[config.mk]
export PLATFORM = sky130hd
export DESIGN_NAME = simplez_mem_arbiter_flat
export DESIGN_NICKNAME = d
export VERILOG_FILES = /design/src/rtl/simplez_mem_arbiter_if.sv /design/src/rtl/simplez_mem_arbiter.sv /design/src/flat_wrapper.sv
export SDC_FILE = /design/constraint.sdc
export NUM_CORES = 1
export LEC_CHECK = 0
export CORE_UTILIZATION = 41
export CTS_CLUSTER_SIZE = 8
export DETAILED_ROUTE_END_ITERATION = 10
export GPL_ROUTABILITY_DRIVEN = 0
export PLACE_DENSITY = 0.8
export SYNTH_ARGS = -nofsm -noshare
export SYNTH_HDL_FRONTEND = slang
export SYNTH_SLANG_ARGS = --single-unit
[constraint.sdc]
create_clock -name clk -period 1.7 [get_ports clk]
set_input_delay 0.17 -clock clk [delete_from_list [all_inputs] [get_ports clk]]
set_output_delay 0.17 -clock clk [all_outputs]
set_load 0.05 [all_outputs]
[src/rtl/simplez_mem_arbiter_if.sv]
// ---------------------------------------------------------------------------
// simplez_mem_arbiter_if
// Bus bundle between the two requesters (CPU on port A, loader/debug master
// on port B), the shared 512x12 SIMPLEZ main memory and the arbiter.
//
//   a_req/a_we/a_addr/a_wdata   port A request, held stable until a_ack
//   a_ack/a_rdata               port A completion pulse and read data
//   b_*                         same set for port B
//   mem_addr/mem_we/mem_wdata   memory address, write strobe, write data
//   mem_rdata                   memory read data, one cycle after mem_addr
//   busy                        arbiter is serving a transaction
//   owner                       port currently/last granted (0 = A, 1 = B)
//
// Modports: slave = arbiter side, master = requesters + memory side.
// ---------------------------------------------------------------------------
interface simplez_mem_arbiter_if #(
    parameter int DATAW = 12,
    parameter int ADDRW = 9
);
    logic             a_req;
    logic             a_we;
    logic [ADDRW-1:0] a_addr;
    logic [DATAW-1:0] a_wdata;
    logic             a_ack;
    logic [DATAW-1:0] a_rdata;

    logic             b_req;
    logic             b_we;
    logic [ADDRW-1:0] b_addr;
    logic [DATAW-1:0] b_wdata;
    logic             b_ack;
    logic [DATAW-1:0] b_rdata;

    logic [ADDRW-1:0] mem_addr;
    logic             mem_we;
    logic [DATAW-1:0] mem_wdata;
    logic [DATAW-1:0] mem_rdata;

    logic             busy;
    logic             owner;

    modport slave (
        input  a_req, a_we, a_addr, a_wdata,
        output a_ack, a_rdata,
        input  b_req, b_we, b_addr, b_wdata,
        output b_ack, b_rdata,
        output mem_addr, mem_we, mem_wdata,
        input  mem_rdata,
        output busy, owner
    );

    modport master (
        output a_req, a_we, a_addr, a_wdata,
        input  a_ack, a_rdata,
        output b_req, b_we, b_addr, b_wdata,
        input  b_ack, b_rdata,
        input  mem_addr, mem_we, mem_wdata,
        output mem_rdata,
        input  busy, owner
    );
endinterface

[src/rtl/simplez_mem_arbiter.sv]
// ---------------------------------------------------------------------------
// simplez_mem_arbiter
// Shares the single SIMPLEZ main memory between the CPU (port A) and a
// loader/debug master (port B). One access at a time: the winner's
// we/addr/wdata are latched in IDLE, the memory is driven in ACC, read data
// is captured at the end of RD, and the winner gets a one-cycle ack in ACK.
//
// Ports:
//   clk   system clock; all registers update on the falling edge so the
//         arbiter lines up with the CPU datapath
//   rst   synchronous, active-high reset; aborts any transaction in flight
//   bus   simplez_mem_arbiter_if.slave (requester ports, memory port,
//         busy/owner status)
//
// Parameters:
//   DATAW       memory word width
//   ADDRW       memory address width
//   FIXED_PRIO  0 = alternate between A and B on ties, 1 = B wins ties
// ---------------------------------------------------------------------------
module simplez_mem_arbiter #(
    parameter int DATAW      = 12,
    parameter int ADDRW      = 9,
    parameter int FIXED_PRIO = 0
) (
    input logic                  clk,
    input logic                  rst,
    simplez_mem_arbiter_if.slave bus
);

    typedef enum logic [1:0] {
        IDLE = 2'd0,
        ACC  = 2'd1,
        RD   = 2'd2,
        ACK  = 2'd3
    } state_t;

    state_t           state;
    state_t           state_nxt;
    logic             grant_b;
    logic             latch_en;

    logic             lat_we;
    logic [ADDRW-1:0] lat_addr;
    logic [DATAW-1:0] lat_wdata;
    logic             owner_q;
    logic             a_ack_q;
    logic             b_ack_q;
    logic [DATAW-1:0] a_rdata_q;
    logic [DATAW-1:0] b_rdata_q;

    // Next state and arbitration. Requests are only looked at in IDLE; in
    // every other state the requester inputs are ignored entirely.
    always_comb begin
        state_nxt = state;
        grant_b   = owner_q;
        latch_en  = 1'b0;
        case (state)
            IDLE: begin
                if (bus.a_req || bus.b_req) begin
                    latch_en = 1'b1;
                    if (bus.a_req && bus.b_req) begin
                        // On a tie, round-robin hands the grant to whoever
                        // did not win last time.
                        grant_b = (FIXED_PRIO != 0) ? 1'b1 : !owner_q;
                    end else begin
                        grant_b = bus.b_req;
                    end
                    state_nxt = ACC;
                end
            end
            ACC:     state_nxt = lat_we ? ACK : RD;
            RD:      state_nxt = ACK;
            ACK:     state_nxt = IDLE;
            default: state_nxt = IDLE;
        endcase
    end

    always_ff @(negedge clk) begin
        if (rst) begin
            state     <= IDLE;
            owner_q   <= 1'b1;  // so port A wins the first round-robin tie
            lat_we    <= 1'b0;
            lat_addr  <= '0;
            lat_wdata <= '0;
            a_ack_q   <= 1'b0;
            b_ack_q   <= 1'b0;
            a_rdata_q <= '0;
            b_rdata_q <= '0;
        end else begin
            state <= state_nxt;

            // Ack is registered: raised on the edge that enters ACK, so it
            // is high for exactly the ACK cycle. owner_q is already stable
            // by then because it was set on the IDLE latch edge.
            a_ack_q <= (state_nxt == ACK) && !owner_q;
            b_ack_q <= (state_nxt == ACK) && owner_q;

            if (latch_en) begin
                owner_q   <= grant_b;
                lat_we    <= grant_b ? bus.b_we    : bus.a_we;
                lat_addr  <= grant_b ? bus.b_addr  : bus.a_addr;
                lat_wdata <= grant_b ? bus.b_wdata : bus.a_wdata;
            end

            // mem_rdata answers the address sampled at the end of ACC, so
            // it is valid throughout RD; only the owner's register moves.
            if (state == RD) begin
                if (owner_q) begin
                    b_rdata_q <= bus.mem_rdata;
                end else begin
                    a_rdata_q <= bus.mem_rdata;
                end
            end
        end
    end

    // The write strobe is decoded from state so that a reset during ACC
    // drops it on the same edge.
    assign bus.mem_we    = (state == ACC) && lat_we;
    assign bus.mem_addr  = lat_addr;
    assign bus.mem_wdata = lat_wdata;
    assign bus.a_ack     = a_ack_q;
    assign bus.b_ack     = b_ack_q;
    assign bus.a_rdata   = a_rdata_q;
    assign bus.b_rdata   = b_rdata_q;
    assign bus.busy      = (state != IDLE);
    assign bus.owner     = owner_q;

endmodule

[src/flat_wrapper.sv]
// flat-port wrapper written by rule: the top's interface ports become plain ports
module simplez_mem_arbiter_flat 
#(
    parameter int DATAW      = 12,
    parameter int ADDRW      = 9,
    parameter int FIXED_PRIO = 0
)
  (clk, rst, bus_a_req, bus_a_we, bus_a_addr, bus_a_wdata, bus_a_ack, bus_a_rdata, bus_b_req, bus_b_we, bus_b_addr, bus_b_wdata, bus_b_ack, bus_b_rdata, bus_mem_addr, bus_mem_we, bus_mem_wdata, bus_mem_rdata, bus_busy, bus_owner);
  simplez_mem_arbiter_if #(.DATAW(DATAW), .ADDRW(ADDRW)) bus_i ();
  input logic clk;
  input logic rst;
  input wire logic [$bits(bus_i.a_req)-1:0] bus_a_req;
  input wire logic [$bits(bus_i.a_we)-1:0] bus_a_we;
  input wire logic [$bits(bus_i.a_addr)-1:0] bus_a_addr;
  input wire logic [$bits(bus_i.a_wdata)-1:0] bus_a_wdata;
  output wire logic [$bits(bus_i.a_ack)-1:0] bus_a_ack;
  output wire logic [$bits(bus_i.a_rdata)-1:0] bus_a_rdata;
  input wire logic [$bits(bus_i.b_req)-1:0] bus_b_req;
  input wire logic [$bits(bus_i.b_we)-1:0] bus_b_we;
  input wire logic [$bits(bus_i.b_addr)-1:0] bus_b_addr;
  input wire logic [$bits(bus_i.b_wdata)-1:0] bus_b_wdata;
  output wire logic [$bits(bus_i.b_ack)-1:0] bus_b_ack;
  output wire logic [$bits(bus_i.b_rdata)-1:0] bus_b_rdata;
  output wire logic [$bits(bus_i.mem_addr)-1:0] bus_mem_addr;
  output wire logic [$bits(bus_i.mem_we)-1:0] bus_mem_we;
  output wire logic [$bits(bus_i.mem_wdata)-1:0] bus_mem_wdata;
  input wire logic [$bits(bus_i.mem_rdata)-1:0] bus_mem_rdata;
  output wire logic [$bits(bus_i.busy)-1:0] bus_busy;
  output wire logic [$bits(bus_i.owner)-1:0] bus_owner;
  assign bus_i.a_req = bus_a_req;
  assign bus_i.a_we = bus_a_we;
  assign bus_i.a_addr = bus_a_addr;
  assign bus_i.a_wdata = bus_a_wdata;
  assign bus_a_ack = bus_i.a_ack;
  assign bus_a_rdata = bus_i.a_rdata;
  assign bus_i.b_req = bus_b_req;
  assign bus_i.b_we = bus_b_we;
  assign bus_i.b_addr = bus_b_addr;
  assign bus_i.b_wdata = bus_b_wdata;
  assign bus_b_ack = bus_i.b_ack;
  assign bus_b_rdata = bus_i.b_rdata;
  assign bus_mem_addr = bus_i.mem_addr;
  assign bus_mem_we = bus_i.mem_we;
  assign bus_mem_wdata = bus_i.mem_wdata;
  assign bus_i.mem_rdata = bus_mem_rdata;
  assign bus_busy = bus_i.busy;
  assign bus_owner = bus_i.owner;
  simplez_mem_arbiter #(.DATAW(DATAW), .ADDRW(ADDRW), .FIXED_PRIO(FIXED_PRIO)) u_core (.clk(clk), .rst(rst), .bus(bus_i));
endmodule
==> results of run 1 <==
routing by layer:
metal / track usage / routed length (um) / vias to the layer above
li1: - / - / 1322
met1: 0.2678 / 3056 / 1343
met2: 0.4628 / 4572 / 186
met3: 0.09048 / 788 / 22
met4: 0.1151 / 214 / 0
met5: 0 / 0 / -
worst max-delay path by stage:
stage	cells past startpoint	to	slack (ns)
after floorplan	5	bus_busy	-0.20
after global placement	4	u_core.bus.mem_wdata[8]	-0.72
after detailed placement	4	u_core.bus.mem_addr[4]	-0.76
after CTS	4	bus_mem_we	-0.54
after global routing	4	bus_mem_we	-0.56
final	4	bus_mem_we	-0.54
flip-flops by register name, indices dropped and copies added, names as in the netlist:
| register | count |
|---|---|
| u_core.bus.a_rdata | 12 |
| u_core.bus.b_rdata | 12 |
| u_core.bus.mem_wdata | 12 |
| u_core.bus.mem_addr | 9 |
| u_core.state | 2 |
| u_core.bus.a_ack | 1 |
| u_core.bus.b_ack | 1 |
| u_core.bus.owner | 1 |
| u_core.lat_we | 1 |
critical path, stage by stage (launching register included):
cell and delay (ns):
dfxtp_2 0.34, inv_4 0.05, ha_4 0.15, and2_4 0.16, buf_12 0.14
cells by family (layout without fill, tap and decap cells):
family | count (synthesis) | count (layout) | share of synthesized area
simple gates | 59 | 59 | 0.1066
flops | 51 | 51 | 0.4394
fa+ha+maj | 4 | 4 | 0.02154
compound gates | 95 | 98 | 0.2973
buf+inv | 75 | 238 | 0.1352
layout by cell type, fill, tap and decap left out, drive strengths merged, types with 4 or more instances in the layout:
cell type      netlist  routed
nand2               49      49
clkdlybuf4s50        0      56
clkbuf              13       6
a21oi               48      48
o2111ai             22      22
dfxtp               51      51
o311a               22      22
a31o                 1       4
inv                 49      99
ha                   4       4
buf                 13      74
power groups by stage:
stage / combinational [mW] / clock, mW / sequential [mW]
finish: 4.67 / 1.42 / 2.01
floorplan: 1.55 / 0.186 / 2.75
global placement: 4.13 / 0.186 / 1.90
global route: 4.88 / 1.57 / 2.03
CTS: 4.35 / 1.38 / 1.98
detailed placement: 4.20 / 0.186 / 1.91
through the flow:
| stage | setup slack (ns) | TNS [ns] | area (sq um) |
|---|---|---|---|
| detailed placement | -0.7629 | -21.27 | 4048 |
| global route | -0.5618 | -11.33 | 4597 |
| finish | -0.5351 | -9.750 | 4597 |
| floorplan | -0.2015 | -4.551 | 2395 |
| global placement | -0.7183 | -19.51 | 4048 |
| CTS | -0.5354 | -9.768 | 4496 |
cell type report:
cell class	count	area, sq um	area share
Clock buffer	5	68.82	0.01497
Clock inverter	54	239.0	0.05199
Inverter	48	197.7	0.04300
Multi-Input combinational cell	161	1077	0.2343
Sequential cell	51	1099	0.2390
Tap cell	72	90.09	0.01960
Timing Repair Buffer	131	1826	0.3971
repair_timing:
item,CTS,global route
resized for setup,62,16
hold buffers,0,0
pin swaps,1,0
cloned,1,3
endpoints found under the setup margin,83,79
setup buffers,5,6
==> flow_metrics.env, run 1 <==
export IMPL_die_area_sq_um=5972
export IMPL_max_slew_worst_pin_slew_ns=0.3835
export IMPL_setup_slack_ns=-0.5351
export IMPL_grt_pass1_wl_mm=12.25
export IMPL_p_sw_mw=3.694
export IMPL_dpl_cell_count=451
export IMPL_netlist_top_cell_by_area="dfxtp_1"
export IMPL_r2r_slack_ns=0.04
export IMPL_die_w_um=77.28
export IMPL_skew_ns=0.05312
export IMPL_drtPass1Iterations=5
export IMPL_synth_edff_count=0
export IMPL_cts_root_buffer="clkbuf_8"
export IMPL_cp_start_kind="flop"
export IMPL_synth_most_common_cell="dfxtp_1"
export IMPL_grt_pass1_vias=2779
export IMPL_rsz0062_at_grt="yes"
export IMPL_netlist_top_cells_area="dfxtp_1 44%, a21oi_1 10%, o311a_1 9.5%"
export IMPL_rows=27
export IMPL_dieHeight_um=77.28
export IMPL_initial_core_util=0.4246
export IMPL_dpl_hpwl_mm=4.929
export IMPL_violations="negative setup slack"
export IMPL_power_leakage_nw=2.037
export IMPL_nNetsFinal=513
export IMPL_antenna_found_initial=0
export IMPL_ys_async_sr_fraction=0
export IMPL_p_seq_frac=0.248
export IMPL_synth_area_sq_um=2323
export IMPL_critPathMaxFanout=3
export IMPL_final_hold_viol_count=0
export IMPL_ys_seq_area_frac=0.4394
export IMPL_antennaDiodeCount=0
export IMPL_vias=2873
export IMPL_hold_path_endpoint="u_core.bus.a_rdata[0]"
export IMPL_finalPower_mw=8.100
export IMPL_io_pins=110
export IMPL_synth_top_area_share=0.4394
export IMPL_maxCapViolations=0
export IMPL_wire_per_inst_um=16.54
export IMPL_cts_tree="done"
export IMPL_critPathRequiredTime_ns=1.53
export IMPL_first_iter_violations=236
export IMPL_gr_total_overflow=0
export IMPL_drive_gt1_frac=0.3333
export IMPL_cp_startpoint="u_core.state[1]"
export IMPL_criticalPathCategory="reg2out"
export IMPL_hold_path_startpoint="u_core.bus.a_rdata[0]"
export IMPL_final_antenna_net_count=0
export IMPL_maxSlewViolCount=0
export IMPL_clock_path_buffers=2
export IMPL_cts_inserted_buffers=5
export IMPL_r2r_start="u_core.state[0]"
export IMPL_layoutNonFillerInstCount=522
export IMPL_p_sw_frac=0.4560
export IMPL_synthTopCellsByCount="51 x dfxtp_1, 49 x inv_1, 49 x nand2_1"
export IMPL_arrival_ns=2.07
export IMPL_n_fill_cell=295
export IMPL_grtUsageTotal=0.2580
export IMPL_grt_max_degree=45
export IMPL_synth_flop_cell="dfxtp_1"
export IMPL_route_detailed_drc=0
export IMPL_cellPowerDensity_nw_per_um2=1762
export IMPL_r2r_end="u_core.bus.mem_wdata[11]"
export IMPL_fin_util=0.8400
export IMPL_core_area_sq_um=5473
export IMPL_max_slew_margin=0.7444
export IMPL_finalSetupViolCount=50
export IMPL_wl_mm=8.633
export IMPL_ys_ff_latch=51
export IMPL_holdPathStages=2
export IMPL_hold_class="reg2reg"
export IMPL_clock_latency_ns=0.42
export IMPL_holdWs_ns=0.4710
export IMPL_internal_power_mw=4.407
export IMPL_routed_via_density=5.504
export IMPL_synthCells=284
export IMPL_peakVddDrop_uv=1159
export IMPL_synthToLayoutAreaGrowth_pct=97.85
export IMPL_portBuffers=109
export IMPL_yosys_warnings=0
export IMPL_p_clk_frac=0.175
export IMPL_critPathCaptureType="primary output"
export IMPL_postSynthAreaPerCell_sq_um=8.181
export IMPL_pwr_share_comb=0.577
export IMPL_path_clk_slew_ns=0.04
export IMPL_reg2reg_depth=6
export IMPL_post_synth_num_cell_types=22
export IMPL_synthesis_nets=348
export IMPL_cts_sinks=51
export IMPL_status="finished, violations left"
export IMPL_htreeDepth=2
(Power assumes the default switching activity.)
==> inputs of run 2 (changes only) <==
==> constraint.sdc (replaced) <==
create_clock -name clk -period 2.06 [get_ports clk]
set_input_delay 0.206 -clock clk [delete_from_list [all_inputs] [get_ports clk]]
set_output_delay 0.206 -clock clk [all_outputs]
set_load 0.1 [all_outputs]
==> flow_metrics.env, run 2 (synthesized netlist as in run 1, its figures left out) <==
export IMPL_status="finished, violations left"
export IMPL_violations="negative setup slack"
export IMPL_cts_root_buffer="clkbuf_8"
export IMPL_wire_per_inst_um=14.63
export IMPL_grt_pass1_vias=2709
export IMPL_clock_path_buffers=2
export IMPL_drtPass1Iterations=5
export IMPL_die_w_um=77.28
export IMPL_final_common_cell="inv_1"
export IMPL_final_hold_viol_count=0
export IMPL_htreeDepth=2
export IMPL_core_area_sq_um=5473
export IMPL_cts_tree="done"
export IMPL_antennaDiodeCount=0
export IMPL_skew_ns=0.02946
export IMPL_peakVddDrop_uv=1301
export IMPL_setup_slack_ns=-0.4263
export IMPL_cp_start_kind="flop"
export IMPL_grtUsageTotal=0.2520
export IMPL_slowest_stage="dfxtp_2"
export IMPL_finalPower_mw=7.282
export IMPL_placed_cell_area_sq_um=4066
export IMPL_power_leakage_nw=2.010
export IMPL_clock_latency_ns=0.39
export IMPL_critPathRequiredTime_ns=1.85
export IMPL_critPathCaptureType="primary output"
export IMPL_layoutNonFillerInstCount=525
export IMPL_io_pins=110
export IMPL_first_iter_violations=160
export IMPL_maxCapViolations=0
export IMPL_slowest_delay_ns=0.35
export IMPL_wl_mm=7.679
export IMPL_cellPowerDensity_nw_per_um2=1623
export IMPL_critPathMaxFanout=3
export IMPL_final_antenna_net_count=0
export IMPL_rows=27
export IMPL_max_slew_worst_pin_slew_ns=0.4968
export IMPL_portBuffers=109
export IMPL_dieHeight_um=77.28
export IMPL_routed_via_density=5.242
export IMPL_path_clk_slew_ns=0.05
export IMPL_nNetsFinal=516
export IMPL_criticalPathCategory="reg2out"
export IMPL_finalSetupViolCount=50
export IMPL_hold_buffers=0
export IMPL_cts_sinks=51
export IMPL_cp_top_family="flip-flops"
export IMPL_vias=2752
export IMPL_synthToLayoutAreaGrowth_pct=93.11
export IMPL_die_area_sq_um=5972
export IMPL_cts_inserted_buffers=5
export IMPL_route_detailed_drc=0
export IMPL_gr_total_overflow=0
export IMPL_n_fill_cell=314
export IMPL_rsz0062_at_grt="yes"
export IMPL_arrival_ns=2.28
export IMPL_initial_core_util=0.4246
export IMPL_hold_class="reg2reg"
export IMPL_path_cells="inv_4, ha_4, and2_4, buf_12"
export IMPL_dpl_cell_count=451
export IMPL_grt_max_degree=45
export IMPL_grt_pass1_wl_mm=11.90
export IMPL_final_area_sq_um=4487
export IMPL_drive_gt1_frac=0.3245
export IMPL_path_buf_inv=2
export IMPL_maxSlewViolCount=0
export IMPL_final_cell_mix="96 x inv_1, 56 x clkdlybuf4s50_1, 52 x buf_12"
export IMPL_max_slew_margin=0.6673
export IMPL_antenna_found_initial=0
export IMPL_dpl_hpwl_mm=5.026
## run 2: cell count changes in the layout (fill, tap and decap cells not counted), sizes merged
| cell | before | now |
|---|---|---|
| buf | 74 | 79 |
| a31o | 4 | 1 |
| inv | 99 | 100 |
| dlygate4sd2 | 0 | 2 |
| bufinv | 1 | 0 |
| clkinvlp | 0 | 1 |
| clkbuf | 6 | 5 |
| clkinv | 2 | 1 |
## run 2: worst paths after layout
path                    startpoint                      end  slack, ns  cells after the start
max reg2reg        u_core.state[1]  u_core.bus.mem_wdata[0]       0.32                      6
min          u_core.bus.a_rdata[5]    u_core.bus.a_rdata[5]       0.47                      2
min reg2reg  u_core.bus.a_rdata[5]    u_core.bus.a_rdata[5]       0.47                      2
max                u_core.state[1]               bus_mem_we      -0.43                      4
## run 2: tightest hold or removal path, stage by stage (launching register included)
cell,delay (ns)
dfxtp_2,0.32
nand2_1,0.05
a21oi_1,0.05
## run 2: per-layer routing
layer,routed length [um],GRT usage,up-vias
met4,148,0.1245,0
met5,0,0,-
met3,729,0.1036,16
li1,-,-,1316
met1,2863,0.2666,1257
met2,3937,0.4292,163
## run 2: metrics by stage
stage | util | hold WS, ns | setup slack, ns | TNS [ns]
after global routing | 0.8198 | 0.4962 | -0.4537 | -5.633
after CTS | 0.8121 | 0.4728 | -0.4307 | -4.518
after floorplan | - | 0.5311 | -0.3497 | -1.514
final | 0.8198 | 0.4719 | -0.4263 | -4.112
after detailed placement | 0.7430 | 0.4675 | -0.6089 | -14.95
after global placement | 0.7430 | 0.4620 | -0.5418 | -13.52
## run 2: final cells by class
class                   instances  area (sq um)  share of cell area
repair buffers                137          1819              0.4055
clock inverters                54         212.7             0.04741
clock buffers                   5         68.82             0.01534
flip-flops and latches         51          1089              0.2426
multi-input cells             158          1018              0.2270
well taps                      72         90.09             0.02008
inverters                      48         188.9             0.04211
## run 2: repair_timing
item | CTS | global route
setup endpoints to repair | 76 | 52
cloned | 0 | 0
pin swaps | 1 | 0
hold endpoints to repair | 0 | 0
setup buffers | 11 | 5
resized for setup | 7 | 2
## run 2: report_power, final
group	switching [mW]	internal (mW)
combinational	2.92	1.72
sequential	0.302	1.34
clock	0.629	0.373
total	3.86	3.43
==> inputs of run 3 (changes only) <==
--- a/config.mk
+++ b/config.mk
@@ -10,6 +10,7 @@
 export DETAILED_ROUTE_END_ITERATION = 10
 export GPL_ROUTABILITY_DRIVEN = 0
 export PLACE_DENSITY = 0.8
+export SLEW_MARGIN = 10
 export SYNTH_ARGS = -nofsm -noshare
 export SYNTH_HDL_FRONTEND = slang
 export SYNTH_SLANG_ARGS = --single-unit
==> results of run 3 <==
No change in the layout: final DEF, timing and power equal those of run 2.
